File: config.mk
export PLATFORM = sky130hd
export DESIGN_NAME = reg_write_scheduler_flat
export DESIGN_NICKNAME = d
export VERILOG_FILES = /design/src/rtl/reg_sched_pkg.sv /design/src/rtl/reg_write_scheduler_if.sv /design/src/rtl/sync_fifo.sv /design/src/rtl/reg_write_scheduler.sv /design/src/flat_wrapper.sv
export SDC_FILE = /design/constraint.sdc
export NUM_CORES = 1
export LEC_CHECK = 0
export BUFFER_PORTS_ARGS = -buffer_cell sky130_fd_sc_hd__buf_2
export CORE_UTILIZATION = 55
export DETAILED_ROUTE_END_ITERATION = 10
export GPL_ROUTABILITY_DRIVEN = 1
export GPL_TIMING_DRIVEN = 0
export MAX_ROUTING_LAYER = met4
export PLACE_DENSITY_LB_ADDON = 0.3
export SLEW_MARGIN = 25
export SYNTH_ARGS = -nofsm -noshare
export SYNTH_HDL_FRONTEND = slang
export SYNTH_HIERARCHICAL = 1
export SYNTH_SLANG_ARGS = --single-unit
File: constraint.sdc
create_clock -name clk -period 7.6 [get_ports clk]
set_input_delay 1.14 -clock clk [delete_from_list [all_inputs] [get_ports clk]]
set_output_delay 1.14 -clock clk [all_outputs]
set_load 0.1 [all_outputs]
File: src/rtl/reg_sched_pkg.sv
// Shared types and defaults for the register-bank write scheduler.
//   DEF_M / DEF_N_REGS / DEF_DEPTH : default data width, bank size, queue depth
//   wr_req_t                       : one queued write (addr, data)
//   level_w()                      : width of an occupancy counter for a given depth
package reg_sched_pkg;

  localparam int DEF_M      = 32;
  localparam int DEF_N_REGS = 16;
  localparam int DEF_DEPTH  = 4;
  localparam int DEF_ADDR_W = $clog2(DEF_N_REGS);

  typedef struct packed {
    logic [DEF_ADDR_W-1:0] addr;
    logic [DEF_M-1:0]      data;
  } wr_req_t;

  // Occupancy must represent 0..depth inclusive, hence one extra bit.
  function automatic int level_w(input int depth);
    return $clog2(depth) + 1;
  endfunction

endpackage

File: src/rtl/reg_write_scheduler_if.sv
// Write-request channel into the scheduler (valid/ready handshake).
//   req_valid : request present (master -> slave)
//   req_ready : slave can take a request this cycle (slave -> master)
//   req_addr  : target register
//   req_data  : write data
interface reg_write_scheduler_if #(
  parameter int ADDR_W = reg_sched_pkg::DEF_ADDR_W,
  parameter int M      = reg_sched_pkg::DEF_M
);
  logic              req_valid;
  logic              req_ready;
  logic [ADDR_W-1:0] req_addr;
  logic [M-1:0]      req_data;

  modport master (output req_valid, output req_addr, output req_data, input req_ready);
  modport slave  (input req_valid, input req_addr, input req_data, output req_ready);
endinterface

File: src/rtl/sync_fifo.sv
// In-order queue with its storage exposed for associative lookups.
//   clk, reset       : clock, asynchronous active-low reset
//   i_push / i_wdata : enqueue (ignored when full)
//   i_pop / o_rdata  : dequeue head (ignored when empty); o_rdata is the head
//   o_full/o_empty   : derived from the occupancy count, not pointer equality
//   o_count          : occupancy
//   o_head / o_mem   : head pointer and raw storage for the forwarding search
module sync_fifo
  import reg_sched_pkg::*;
#(
  parameter type T      = wr_req_t,
  parameter int  DEPTH  = DEF_DEPTH,
  localparam int PW     = $clog2(DEPTH),
  localparam int CW     = level_w(DEPTH)
) (
  input  logic          clk,
  input  logic          reset,
  input  logic          i_push,
  input  logic          i_pop,
  input  T              i_wdata,
  output T              o_rdata,
  output logic          o_full,
  output logic          o_empty,
  output logic [CW-1:0] o_count,
  output logic [PW-1:0] o_head,
  output T              o_mem [DEPTH]
);

  T              r_mem [DEPTH];
  logic [PW-1:0] r_head;
  logic [PW-1:0] r_tail;
  logic [CW-1:0] r_count;
  logic          w_push;
  logic          w_pop;

  assign o_full  = (r_count == CW'(DEPTH));
  assign o_empty = (r_count == '0);
  assign w_push  = i_push && !o_full;
  assign w_pop   = i_pop && !o_empty;

  always_ff @(posedge clk or negedge reset) begin
    if (!reset) begin
      r_head  <= '0;
      r_tail  <= '0;
      r_count <= '0;
    end else begin
      if (w_push) r_tail <= r_tail + PW'(1);
      if (w_pop)  r_head <= r_head + PW'(1);
      case ({w_push, w_pop})
        2'b10:   r_count <= r_count + CW'(1);
        2'b01:   r_count <= r_count - CW'(1);
        default: r_count <= r_count;
      endcase
    end
  end

  // Payload storage carries no reset; validity is tracked by the count.
  always_ff @(posedge clk) begin
    if (w_push) r_mem[r_tail] <= i_wdata;
  end

  assign o_rdata = r_mem[r_head];
  assign o_count = r_count;
  assign o_head  = r_head;
  assign o_mem   = r_mem;

endmodule

File: src/rtl/reg_write_scheduler.sv
// Write-side front end for the register bank: buffers write requests in an
// in-order queue, drains one per cycle into registered WE/WA/WD strobes and
// forwards the newest pending value for a read address.
//   clk, reset      : clock, asynchronous active-low reset
//   req             : write-request channel (slave side)
//   stall           : hold the drain this cycle
//   WE, WA, WD      : registered bank write port
//   rd_addr         : forwarding lookup address
//   rd_data_in      : bank's current value for rd_addr
//   rd_data         : forwarded read value
//   level, busy     : queue occupancy; activity indicator
module reg_write_scheduler
  import reg_sched_pkg::*;
#(
  parameter int  M        = DEF_M,
  parameter int  N_REGS   = DEF_N_REGS,
  parameter int  ADDR_W   = $clog2(N_REGS),
  parameter int  DEPTH    = DEF_DEPTH,
  parameter int  ZERO_REG = 1,
  localparam int PW       = $clog2(DEPTH),
  localparam int LW       = level_w(DEPTH)
) (
  input  logic                clk,
  input  logic                reset,
  reg_write_scheduler_if.slave req,
  input  logic                stall,
  output logic                WE,
  output logic [ADDR_W-1:0]   WA,
  output logic [M-1:0]        WD,
  input  logic [ADDR_W-1:0]   rd_addr,
  input  logic [M-1:0]        rd_data_in,
  output logic [M-1:0]        rd_data,
  output logic [LW-1:0]       level,
  output logic                busy
);

  logic          r_we;
  logic [ADDR_W-1:0] r_wa;
  logic [M-1:0]  r_wd;

  logic          w_full;
  logic          w_empty;
  logic [LW-1:0] w_count;
  logic [PW-1:0] w_head;
  wr_req_t       w_mem [DEPTH];
  wr_req_t       w_wdata;
  wr_req_t       w_rdata;
  logic          w_ready;
  logic          w_zero_drop;
  logic          w_push;
  logic          w_pop;
  logic          w_fwd_hit;
  logic [M-1:0]  w_fwd_data;
  logic [PW-1:0] w_idx;

  // Ready looks only at occupancy before the edge, so a full queue refuses
  // a push even when a pop happens on the same edge.
  assign w_ready       = !w_full;
  assign req.req_ready = w_ready;

  // Writes to register 0 complete the handshake but are dropped here.
  assign w_zero_drop = (ZERO_REG != 0) && (req.req_addr == '0);
  assign w_push      = req.req_valid && w_ready && !w_zero_drop;
  assign w_pop       = !w_empty && !stall;
  assign w_wdata     = {req.req_addr, req.req_data};

  sync_fifo #(
    .T     (wr_req_t),
    .DEPTH (DEPTH)
  ) u_fifo (
    .clk     (clk),
    .reset   (reset),
    .i_push  (w_push),
    .i_pop   (w_pop),
    .i_wdata (w_wdata),
    .o_rdata (w_rdata),
    .o_full  (w_full),
    .o_empty (w_empty),
    .o_count (w_count),
    .o_head  (w_head),
    .o_mem   (w_mem)
  );

  // Output stage: head entry -> bank strobes
  always_ff @(posedge clk or negedge reset) begin
    if (!reset) begin
      r_we <= 1'b0;
      r_wa <= '0;
      r_wd <= '0;
    end else begin
      r_we <= w_pop;
      if (w_pop) begin
        r_wa <= w_rdata.addr;
        r_wd <= w_rdata.data;
      end
    end
  end

  assign WE    = r_we;
  assign WA    = r_wa;
  assign WD    = r_wd;
  assign level = w_count;
  assign busy  = (w_count != '0) || r_we;

  // Walk from oldest to youngest so the last match is the newest write.
  always_comb begin
    w_fwd_hit  = 1'b0;
    w_fwd_data = '0;
    w_idx      = '0;
    for (int i = 0; i < DEPTH; i++) begin
      w_idx = w_head + PW'(i);
      if ((LW'(i) < w_count) && (w_mem[w_idx].addr == rd_addr)) begin
        w_fwd_hit  = 1'b1;
        w_fwd_data = w_mem[w_idx].data;
      end
    end
  end

  always_comb begin
    if ((ZERO_REG != 0) && (rd_addr == '0))   rd_data = '0;
    else if (w_fwd_hit)                        rd_data = w_fwd_data;
    else if (r_we && (r_wa == rd_addr))        rd_data = r_wd;
    else                                       rd_data = rd_data_in;
  end

endmodule

File: src/flat_wrapper.sv
// flat-port wrapper written by rule: the top's interface ports become plain ports
module reg_write_scheduler_flat import reg_sched_pkg::*;
#(
  parameter int  M        = DEF_M,
  parameter int  N_REGS   = DEF_N_REGS,
  parameter int  ADDR_W   = $clog2(N_REGS),
  parameter int  DEPTH    = DEF_DEPTH,
  parameter int  ZERO_REG = 1,
  localparam int PW       = $clog2(DEPTH),
  localparam int LW       = level_w(DEPTH)
)
  (clk, reset, stall, WE, WA, WD, rd_addr, rd_data_in, rd_data, level, busy, req_req_valid, req_req_addr, req_req_data, req_req_ready);
  reg_write_scheduler_if #(.ADDR_W(ADDR_W), .M(M)) req_i ();
  input  logic clk;
  input  logic reset;
  input  logic stall;
  output logic WE;
  output logic [ADDR_W-1:0] WA;
  output logic [M-1:0] WD;
  input  logic [ADDR_W-1:0] rd_addr;
  input  logic [M-1:0] rd_data_in;
  output logic [M-1:0] rd_data;
  output logic [LW-1:0] level;
  output logic busy;
  input wire logic [$bits(req_i.req_valid)-1:0] req_req_valid;
  input wire logic [$bits(req_i.req_addr)-1:0] req_req_addr;
  input wire logic [$bits(req_i.req_data)-1:0] req_req_data;
  output wire logic [$bits(req_i.req_ready)-1:0] req_req_ready;
  assign req_i.req_valid = req_req_valid;
  assign req_i.req_addr = req_req_addr;
  assign req_i.req_data = req_req_data;
  assign req_req_ready = req_i.req_ready;
  reg_write_scheduler #(.M(M), .N_REGS(N_REGS), .ADDR_W(ADDR_W), .DEPTH(DEPTH), .ZERO_REG(ZERO_REG)) u_core (.clk(clk), .reset(reset), .req(req_i), .stall(stall), .WE(WE), .WA(WA), .WD(WD), .rd_addr(rd_addr), .rd_data_in(rd_data_in), .rd_data(rd_data), .level(level), .busy(busy));
endmodule
==> results.md <==
- Status: finished clean
- Mapped Nets: ~1100
- Die area: 0.0225 mm^2
- Setup CP Type: reg2out
- Sequential area share after synthesis: between 40% and 50%
- Die Wd: roughly 150 um
- Wire per inst: about 24 um
- Worst Path Required: between 6 and 7 ns
- Met2 GRT Util: 51.0%
- Post-synth top area share: 35.9%
- CTS sink count: 188
- Mean Syn Cell Area: 11.8 um^2
- Clk_lat worst skew: 0.44 ns
- Setup-failing EPs final: 0
- Final Slew Violations: 0
- Setup Skew: 0.0112 ns
- RSZ-0062 raised after global routing: no
- CP Capture Type: output port
- Layout net count: about 1300
- First-pass GRT wire length: 52800 um
- Tmin final: 5.55 ns
- Post-CTS Setup Bufs: 0
- Synth area leader: edfxtp_1
- # placed instances: between 1000 and 1500
- Final Hold Viols: 0
- DP Wirelength: 23300 um
- CTS Hold Bufs: 0
- Mapped Cells: 1021
- HP Class: reg2reg
- Die H: between 100 and 150 um
- DR DRC count: 0
- Post-cts sizing count: 0
- Clock slew at reported path FFs: 0.08 ns
- Setup TNS: 0 ns
- Tightest Pin Transition: 1.02 ns
- Critical Path Start Type: register
- GRT Total Usage: about a third
- Largest net degree at the start of global routing: 45
- Top FF cell, synth: edfxtp_1
- Ranking of synthesized cells by area: edfxtp_1 36%, mux4_2 10%, mux2_2 9.2%, dfrtp_1 9.1%, mux2i_1 7.8%
- Slew HR: 31.3%
- Met3 Resource Use GR: 6.62%
- Grt total ovfl: 0
- Final std cells w/o fill: 1475
- Yosys reg bits: 188
- CTS Buffer Depth: 2
- Vias: 9808
- Global routing's busiest layer: met2
- Leading cell type in the layout, fill and taps excluded: buf_2
- Initial Util: 56.7%
- Synthesized area: 0.0120 mm^2
- Highest Clock Rate: 180 MHz
- Post-synth EDFFs: 144
- CP max FO: 10
- Placer Congestion: 0.948
- Initial DRC count: between 1000 and 1500
- 1st-pass router iterations: 5
- Via density: 6.65
- Vias in the first global route: 9388
- Netlist cell types: 45
- Initial antenna violation count: 0
- M1 GR Usage: between 40% and 50%
- WL final: 35000 um
- Synthesis-to-layout area growth: 13.8%
- FP Rows: 53
- Post-synth ARST share: 23.4%
- Port Buffers: 146
- Period utilization: 73.1%
- TritonCTS clock tree: done
- Layout cell share with drive strength beyond 1: around a third
- CTS buffer count: 17
- Ports: 150
- Post-DRT Antenna Nets: 0
- Clock root buffer: clkbuf_16
- H-tree depth: 4
- Core area: 0.0212 mm^2
- Most frequent cells in the layout: 166 x buf_2, 144 x edfxtp_1, 98 x mux2_2, 97 x nor2_1, 95 x a21oi_1
- YS warnings: 6
- CP arrival: approximately 4.4 ns
- Max-cap check violation count: 0
[synth_stat cells (3+ instances only)]
library cell and n:
mux4_2 56, o21ai_0 35, a211oi_1 86, dfrtp_1 44, inv_1 41, xor2_1 7
a21oi_1 95, edfxtp_1 144, mux2_2 98, a211oi_2 7, nor3_1 3, xnor2_1 16
nand2_1 39, buf_6 9, and2_1 5, nor2_1 97, buf_2 21, ha_1 5
o221ai_1 31, clkbuf_1 50, buf_1 9, mux2i_1 94
[worst paths after layout]
kind / start / to / slack [ns] / depth (start not counted)
max: u_core/u_fifo/o_head[0] / rd_data[0] / 2.05 / 10
min: u_core/WD[15] / u_core/WD[15] / 0.53 / 1
max reg2reg: u_core/u_fifo/o_count[0] / u_core/u_fifo/o_count[2] / 4.12 / 11
min reg2reg: u_core/WD[15] / u_core/WD[15] / 0.53 / 1
max in group asynchronous: reset / u_core/WA[3] / 6.39 / 1
min in group asynchronous: reset / u_core/WD[27] / 0.75 / 1
[routing by layer]
metal / wire length, um / vias up
met2: 16700 / 729
met4: 949 / 0
met5: 0 / -
met3: 4000 / 89
met1: 13400 / 4733
li1: - / 4257
[metrics by stage]
step	area, um^2	util, %	worst slack [ns]	hold slack, ns
detailed placement	13100	61.9	2.42	0.515
finish	13700	64.6	2.05	0.527
global route	13700	64.6	1.99	0.546
CTS	13700	64.6	2.21	0.531
floorplan	12000	-	1.56	0.534
global placement	13100	61.8	2.41	0.513
[registers in the layout, summed over array words and instances, names as in the netlist]
register,count
u_core/u_fifo/o_count,3
u_core/u_fifo/o_mem,144
u_core/WD,32
u_core/WE,1
u_core/u_fifo/o_head,2
u_core/u_fifo/r_tail,2
u_core/WA,4
[final cells by class]
| class | instances | area, um^2 |
|---|---|---|
| antenna | 1 | 2.50 |
| buffer | 93 | 483 |
| clock buffer | 21 | 470 |
| clock inverter | 11 | 100 |
| fill | 1637 | 7520 |
| inverter | 42 | 158 |
| multi-input combinational | 698 | 5990 |
| sequential | 188 | 5430 |
| tap | 275 | 344 |
| timing repair buffer | 146 | 733 |
[worst max-delay path, cell delays in order, from the launching register on]
cell and delay [ns]:
dfrtp_1 0.46, buf_6 0.20, mux4_2 0.52, xnor2_1 0.21, nand2_1 0.10, nor4_1 0.87, clkbuf_1 0.51, a21oi_1 0.14
a211oi_1 0.53, a211oi_1 0.09, buf_2 0.33
[cells by family after synthesis]
group	synth area share, %
compound gates	14.2
mux	27.5
flops	45.1
simple gates	5.59
buf+inv	5.32
xor+xnor	1.67
fa+ha+maj	0.686
Power is left out: the tool's default activity adds up to more than one toggle a clock period on the data nets, which glitch-free logic cannot reach.
